$ cat src/rtl/spi_adc_scanner.sv
// SPI master for MCP300x/MCP320x SAR ADCs.
// Single-shot or round-robin scan, SCLK divider, CS idle guard.
module spi_adc_scanner #(
    parameter int RES_BITS = 10,
    parameter int NUM_CH   = 2,
    parameter int SGL_DIFF = 1,
    parameter int CMD_MSBF = 1,
    parameter int GAP_BITS = 1,
    parameter int CLK_DIV  = 4,
    parameter int CS_IDLE  = 4,
    localparam int CH_W    = $clog2(NUM_CH)
) (
    input  logic                clk,
    input  logic                rst_n,
    input  logic                start,
    input  logic [CH_W-1:0]     ch_sel,
    input  logic                scan_en,
    output logic                busy,
    output logic                adc_cs_n,
    output logic                adc_sclk,
    output logic                adc_din,
    input  logic                adc_dout,
    output logic [RES_BITS-1:0] sample_data,
    output logic [CH_W-1:0]     sample_ch,
    output logic                sample_valid
);

    localparam int CMD_LEN = 2 + CH_W + CMD_MSBF;
    localparam int FRAME   = CMD_LEN + GAP_BITS + RES_BITS;
    localparam int DIV_W   = $clog2(CLK_DIV + 1);
    localparam int BIT_W   = $clog2(FRAME + 1);
    localparam int HOLD_W  = $clog2(CS_IDLE + 1);

    typedef enum logic [1:0] {
        IDLE,
        SHIFT,
        CS_HOLD
    } state_t;

    state_t state, state_d;

    logic [DIV_W-1:0]    div_cnt;
    logic [BIT_W-1:0]    bit_cnt;
    logic [HOLD_W-1:0]   hold_cnt;
    logic [CMD_LEN-1:0]  cmd_sr;
    logic [CMD_LEN-1:0]  cmd_word;
    logic [RES_BITS-1:0] data_sr;
    logic [CH_W-1:0]     cur_ch;
    logic [CH_W-1:0]     next_ch;
    logic [CH_W-1:0]     scan_ptr;
    logic                frame_done;
    logic                accept;
    logic                sclk_tog;
    logic                last_fall;
    logic                hold_done;

    always_comb begin
        next_ch   = scan_en ? scan_ptr : ch_sel;
        accept    = (state == IDLE) && (scan_en || start);
        sclk_tog  = (state == SHIFT) && (div_cnt == DIV_W'(CLK_DIV));
        last_fall = sclk_tog && adc_sclk && (bit_cnt == BIT_W'(FRAME));
        hold_done = (state == CS_HOLD) &&
                    (hold_cnt == HOLD_W'(CS_IDLE - 1));
    end

    // Bits after the start bit: SGL/DIFF, channel, optional MSBF, then 0.
    always_comb begin
        cmd_word = '0;
        cmd_word[CMD_LEN-1] = (SGL_DIFF != 0);
        cmd_word[CMD_LEN-2 -: CH_W] = next_ch;
        if (CMD_MSBF != 0) cmd_word[1] = 1'b1;
    end

    always_ff @(posedge clk or negedge rst_n) begin
        if (!rst_n) state <= IDLE;
        else        state <= state_d;
    end

    always_comb begin
        state_d = state;
        unique case (state)
            IDLE:    if (accept)    state_d = SHIFT;
            SHIFT:   if (last_fall) state_d = CS_HOLD;
            CS_HOLD: if (hold_done) state_d = IDLE;
            default:                state_d = IDLE;
        endcase
    end

    assign busy = (state != IDLE);

    always_ff @(posedge clk or negedge rst_n) begin
        if (!rst_n) begin
            adc_cs_n     <= 1'b1;
            adc_sclk     <= 1'b0;
            adc_din      <= 1'b0;
            div_cnt      <= '0;
            bit_cnt      <= '0;
            hold_cnt     <= '0;
            cmd_sr       <= '0;
            data_sr      <= '0;
            cur_ch       <= '0;
            scan_ptr     <= '0;
            frame_done   <= 1'b0;
            sample_valid <= 1'b0;
            sample_data  <= '0;
            sample_ch    <= '0;
        end else begin
            frame_done   <= 1'b0;
            sample_valid <= frame_done;
            if (frame_done) begin
                sample_data <= data_sr;
                sample_ch   <= cur_ch;
            end
            if (accept) begin
                adc_cs_n <= 1'b0;
                adc_din  <= 1'b1;
                adc_sclk <= 1'b0;
                div_cnt  <= '0;
                bit_cnt  <= '0;
                cmd_sr   <= cmd_word;
                cur_ch   <= next_ch;
                if (scan_en) begin
                    scan_ptr <= (scan_ptr == CH_W'(NUM_CH - 1)) ?
                                '0 : scan_ptr + 1'b1;
                end
            end else if (state == SHIFT) begin
                if (sclk_tog) begin
                    adc_sclk <= ~adc_sclk;
                    div_cnt  <= DIV_W'(1);
                    if (!adc_sclk) begin
                        bit_cnt <= bit_cnt + 1'b1;
                        if (bit_cnt >= BIT_W'(CMD_LEN + GAP_BITS))
                            data_sr <= {data_sr[RES_BITS-2:0], adc_dout};
                        frame_done <= (bit_cnt == BIT_W'(FRAME - 1));
                    end else begin
                        adc_din <= cmd_sr[CMD_LEN-1];
                        cmd_sr  <= cmd_sr << 1;
                        if (bit_cnt == BIT_W'(FRAME)) begin
                            adc_cs_n <= 1'b1;
                            adc_din  <= 1'b0;
                            hold_cnt <= '0;
                        end
                    end
                end else begin
                    div_cnt <= div_cnt + 1'b1;
                end
            end else if (state == CS_HOLD) begin
                hold_cnt <= hold_cnt + 1'b1;
            end
        end
    end

endmodule

$ cat config.mk
export PLATFORM = sky130hd
export DESIGN_NAME = spi_adc_scanner
export DESIGN_NICKNAME = d
export VERILOG_FILES = /design/src/rtl/spi_adc_scanner.sv
export SDC_FILE = /design/constraint.sdc
export NUM_CORES = 1
export LEC_CHECK = 0
export CORE_MARGIN = 4
export CORE_UTILIZATION = 45
export CTS_CLUSTER_SIZE = 25
export DETAILED_ROUTE_END_ITERATION = 6
export PLACE_DENSITY_LB_ADDON = 0.1
export SLEW_MARGIN = 20
export SYNTH_ARGS = -nofsm -noshare
export SYNTH_HDL_FRONTEND = slang
export SYNTH_SLANG_ARGS = --single-unit
$ cat constraint.sdc
create_clock -name clk -period 2.1 [get_ports clk]
set_clock_uncertainty 0.2 [all_clocks]
set_input_delay 0.21 -clock clk [delete_from_list [all_inputs] [get_ports clk]]
set_output_delay 0.21 -clock clk [all_outputs]
set_load 0.05 [all_outputs]
---- Yosys cells after proc, flatten, opt, wreduce, memory -nomap -nowiden ----
Index checks and enable logic that the tools add are counted.
storage, ports and cells
  output and inout bits ................... 16
  word-level logic and storage cells ...... 95
  register bits ........................... 44
  input bits .............................. 6
operators by class
  mux-type cells .......................... 39
  reduce and logical (&&, ||, !) cells .... 21
  equal/unequal tests ..................... 13
  order comparisons ....................... 1
  add/sub/neg operators ................... 4
  bitwise operators ....................... 2
operators with widths
  kind                                                                    count
  4-bit 2-to-1 mux                                                        8
  3-bit 2-to-1 mux                                                        8
  1-bit 2-to-1 mux                                                        19
  2-bit nonzero test                                                      6
  2-bit != test (second input constant)                                   5
  5-bit AND reduction                                                     2
  3-bit AND reduction                                                     3
  4-bit == test (second input constant)                                   2
  3-bit by 1-bit adder with 3-bit output (second input constant)          2
  2-bit 2-to-1 mux                                                        3
  2-bit one-hot mux with 3 select lines                                   1
  1-bit logical AND                                                       5
  4-bit by 1-bit adder with 4-bit output (second input constant)          1
  4-bit by 3-bit >= comparator with 1-bit output (second input constant)  1
  2-bit by 1-bit != test with 1-bit output (second input constant)        2
  2-bit AND reduction                                                     2
  4-bit AND reduction                                                     1
  3-bit by 2-bit == test with 1-bit output (second input constant)        1
  3-bit == test (second input constant)                                   1
  2-bit by 1-bit == test with 1-bit output (second input constant)        1
  2-bit == test (second input constant)                                   1
  2-bit zero test                                                         1
  1-bit NOT                                                               2
  1-bit adder (second input constant)                                     1
  1-bit logical OR                                                        1

---- Logic depth before layout (Yosys ltp) ----
  word-level depth ........................ 6
  depth in mapped cells ................... 7
  depth with buffers taken out ............ 6

---- Worst setup path before layout ----
No wires, ideal clock.
  path kind ............................... register to register
  start ................................... reg div_cnt[0]
  end ..................................... reg data_sr[0]
  arrival ................................. 1512 ps
  period minus slack after synthesis ...... 1837 ps
  cell stages (with the launch flop) ...... 7
  library setup time ...................... 125 ps
  required time ........................... 1775 ps
  path buffers ............................ 0
  path slack .............................. 263 ps
  cells stage by stage .................... dfrtp_1 inv_1 ha_1 nand4b_4 nand2b_4 nor2_8 mux2_4
between the ends
  word-level cells in the longest chain between the ends .. 3
ends and longest elaborated chain
  element                               RTL line  text
  start, declared                       42        logic [DIV_W-1:0] div_cnt;
  start signal, assigned                145       div_cnt <= div_cnt + 1'b1;
  3-bit == test                         60        sclk_tog = (state == SHIFT) && (div_cnt == DIV_W'(CLK_DIV));
  1-bit logical AND                     60
  5-bit AND reduction (no source line)  -
  end signal, assigned                  133       data_sr <= {data_sr[RES_BITS-2:0], adc_dout};
  end, declared                         47        logic [RES_BITS-1:0] data_sr;
Every way passes these cells.
A chain may end at the register's enable or synchronous reset.

---- Worst setup path after layout ----
  start ................................... reg div_cnt[0]
  end ..................................... reg data_sr[8]
Same word-level chain as after synthesis.

==> metrics.md <==
| Metric | Value |
|---|---|
| Final net count | 191 |
| CTS Root Cell | clkbuf_8 |
| Final setup margin | 0.153 ns |
| Setup bufs post-CTS | 0 |
| Leading cell types in the layout, fill and taps excluded | dfrtp_1 (42), clkdlybuf4s50_1 (18), nand2_1 (15) |
| Die area | 0.00528 mm^2 |
| Die W | 72.6 um |
| # H-tree levels | 2 |
| Final Util | 0.567 |
| Mean Syn Cell Area | 12.8 um^2 |
| Vias per cell | 5.05 |
| Dpl ws | 0.143 ns |
| # diodes | 0 |
| Post-Synthesis Cells | 147 |
| Synth Area in Simple Gates | 0.113 |
| Distinct cell type count after synthesis | 29 |
| Pre-Repair DR Iteration Count | 4 |
| Vias in the first global route | 1193 |
| Worst EP required | 2.08 ns |
| # Max-Cap Violations | 0 |
| P per Cell Area | 1010 mW/mm^2 |
| Post-route DRC violation count | 0 |
| Area of the multi-input gates | 752 um^2 |
| Largest family of logic cells by synthesized area | multiplexers |
| Clock sink total | 43 |
| GRT Overall Usage | 0.139 |
| Yosys Warn Count | 0 |
| Sequential-to-total area share from yosys stat | 0.573 |
| Largest net degree at the start of global routing | 44 |
| Storage element area | 0.00108 mm^2 |
| Achievable Freq | 514 MHz |
| HPWL after DPL | 2.25 mm |
| Overflow after GRT | 0 |
| RSZ-0062 raised after global routing | no |
| Gpl congestion | 0.796 |
| Run status | completed |
| Power Total | 2.31 mW |
| CP arrival | 1.93 ns |
| Pleak | 1.11 nW |
| Slew HR | 0.665 |
| Yosys reg bits | 43 |
| Tightest Pin Transition | 0.503 ns |
| Count of final hold-check violations | 0 |
| Hold slack | 0.214 ns |
| Multiplexer share of the synthesized area | 0.162 |
| Max Slew Vio Count | 0 |
| IO Pins | 22 |
| Initial antenna violation count | 0 |
| Final setup violation count | 0 |
| Synth Area in Adders | 0.0532 |
| Port Buf Inserts | 21 |
| CTS Buf Count | 5 |
| Row cnt | 23 |
| Clk slew on worst S/H paths | 0.08 ns |
| DR iter-0 viols | 88 |
| Worst Hold Class | input port to asynchronous set/reset pin |
| Synth Net Count | 161 |
| Maximum resistive drop on vdd | 0.498 mV |
| Final min period | 1.95 ns |
| WL final | 3.10 mm |
| Global-route wire length before repair | 5.61 mm |
| Crit Path Category | register to register |
| Die height | 72.6 um |
| Fraction of layout cells with a size suffix above 1 | 0.225 |
| Setup total negative slack | 0 ns |
| Post-route ant nets | 0 |
| Maximum clock path buffer count | 2 |
| Initial core utilization | 0.467 |
| Worst setup EP type | register |
| Via Count | 1152 |
| Synth Area in XOR/XNOR | 0.00931 |
| Crit Path Max Fanout | 10 |
| # fillers | 352 |
| Fin crit share | 0.927 |
| Mapped cell area | 0.00188 mm^2 |
| WL/cell | 13.6 um |
| Area Growth Syn to Fin | 21.6% |
| Commonest non-fill, non-tap cell in the layout | dfrtp_1 |
| Core area | 0.00403 mm^2 |
| Worst Setup Start Kind | register |
| TritonCTS clock tree | yes |
| Clk_lat worst skew | 0.30 ns |
| Compound-gate portion of the synthesized area | 0.0625 |
==> sequential cells by signal, indices dropped and copies added (netlist names) <==
| signal | flops |
|---|---|
| sample_data | 10 |
| adc_din | 1 |
| adc_cs_n | 1 |
| hold_cnt | 3 |
| sample_valid | 1 |
| frame_done | 1 |
| cur_ch | 1 |
| scan_ptr | 1 |
| cmd_sr | 3 |
| div_cnt | 3 |
| bit_cnt | 4 |
| data_sr | 10 |
| adc_sclk | 1 |
| state | 2 |
| sample_ch | 1 |
==> worst max-delay path: stages (launching register included) <==
cell      delay, ns
dfrtp_1        0.41
inv_1          0.07
ha_1           0.23
nand4b_4       0.15
nand2b_4       0.21
nor2_8         0.25
mux2_4         0.33
==> repair_timing <==
action,CTS,global route
endpoints found under the setup margin,0,0
endpoints found under the hold margin,43,0
hold buffers,1,0
resized for setup,0,0
==> per-layer routing <==
| layer | wire, um | track usage |
|---|---|---|
| met5 | 0 | 0 |
| met4 | 65 | 0.0553 |
| met3 | 151 | 0.0413 |
| met2 | 1510 | 0.223 |
| met1 | 1370 | 0.175 |
==> synth_stat cells (all sizes together) <==
cell     n  share of area
dfrtp   42           0.56
mux2    21           0.15
nand2   15          0.030
inv     10          0.020
ha       8          0.053
nor2     7          0.023
a21oi    6          0.016
o21ai    5          0.013
nand3    4          0.011
mux2i    3          0.016
nand2b   3          0.014
o22ai    3          0.010
buf      2         0.0053
nand3b   2         0.0080
nor2b    2         0.0067
nor3     2         0.0053
o31ai    2         0.0080
xnor2    2         0.0093
a211oi   1         0.0040
a21o     1         0.0040
a31oi    1         0.0033
clkbuf   1         0.0020
dfstp    1          0.014
nand4b   1          0.013
o211ai   1         0.0040
or2      1         0.0033
==> final timing paths <==
| check | start | slack (ns) | cells past startpoint | end |
|---|---|---|---|---|
| max in group asynchronous | rst_n | 1.22 | 3 | adc_cs_n$_DFFE_PN1P_ |
| setup / recovery | div_cnt[0]$_DFFE_PN0P_ | 0.15 | 6 | data_sr[8]$_DFFE_PN0P_ |
| setup reg to reg | div_cnt[0]$_DFFE_PN0P_ | 0.15 | 6 | data_sr[8]$_DFFE_PN0P_ |
| hold / removal | rst_n | 0.21 | 3 | sample_data[9]$_DFFE_PN0P_ |
| hold reg to reg | scan_ptr$_DFFE_PN0P_ | 0.28 | 1 | scan_ptr$_DFFE_PN0P_ |
| min in group clk | scan_ptr$_DFFE_PN0P_ | 0.28 | 1 | scan_ptr$_DFFE_PN0P_ |
==> logic make-up (layout without fill, tap and decap cells) <==
family,after synthesis,in the layout
DFF,43,43
and+or+nand+nor,37,37
muxes,24,24
AOI/OAI and AO/OA,20,20
buffers and inverters,13,44
adders and majority gates,8,8
xor gates and xnor gates,2,2
==> layout make-up <==
| cell class | instances | area share |
|---|---|---|
| clock buffer | 7 | 0.0421 |
| clock inverter | 1 | 0.00328 |
| inverter | 10 | 0.0164 |
| multi-input combinational | 91 | 0.329 |
| sequential | 43 | 0.471 |
| tap | 50 | 0.0274 |
| timing repair buffer | 26 | 0.111 |
==> report_power, final <==
group	internal, mW	switching, mW	leakage (nW)
combinational	0.270	0.333	0.502
sequential	0.984	0.141	0.559
clock	0.299	0.282	0.0505
==> per-stage QoR <==
stage	cell area, um^2	instances
floorplan	1880	147
global placement	2170	219
detailed placement	2170	219
CTS	2290	228
global route	2290	228
finish	2290	228
Note: power is estimated with default switching activity, not from simulation.
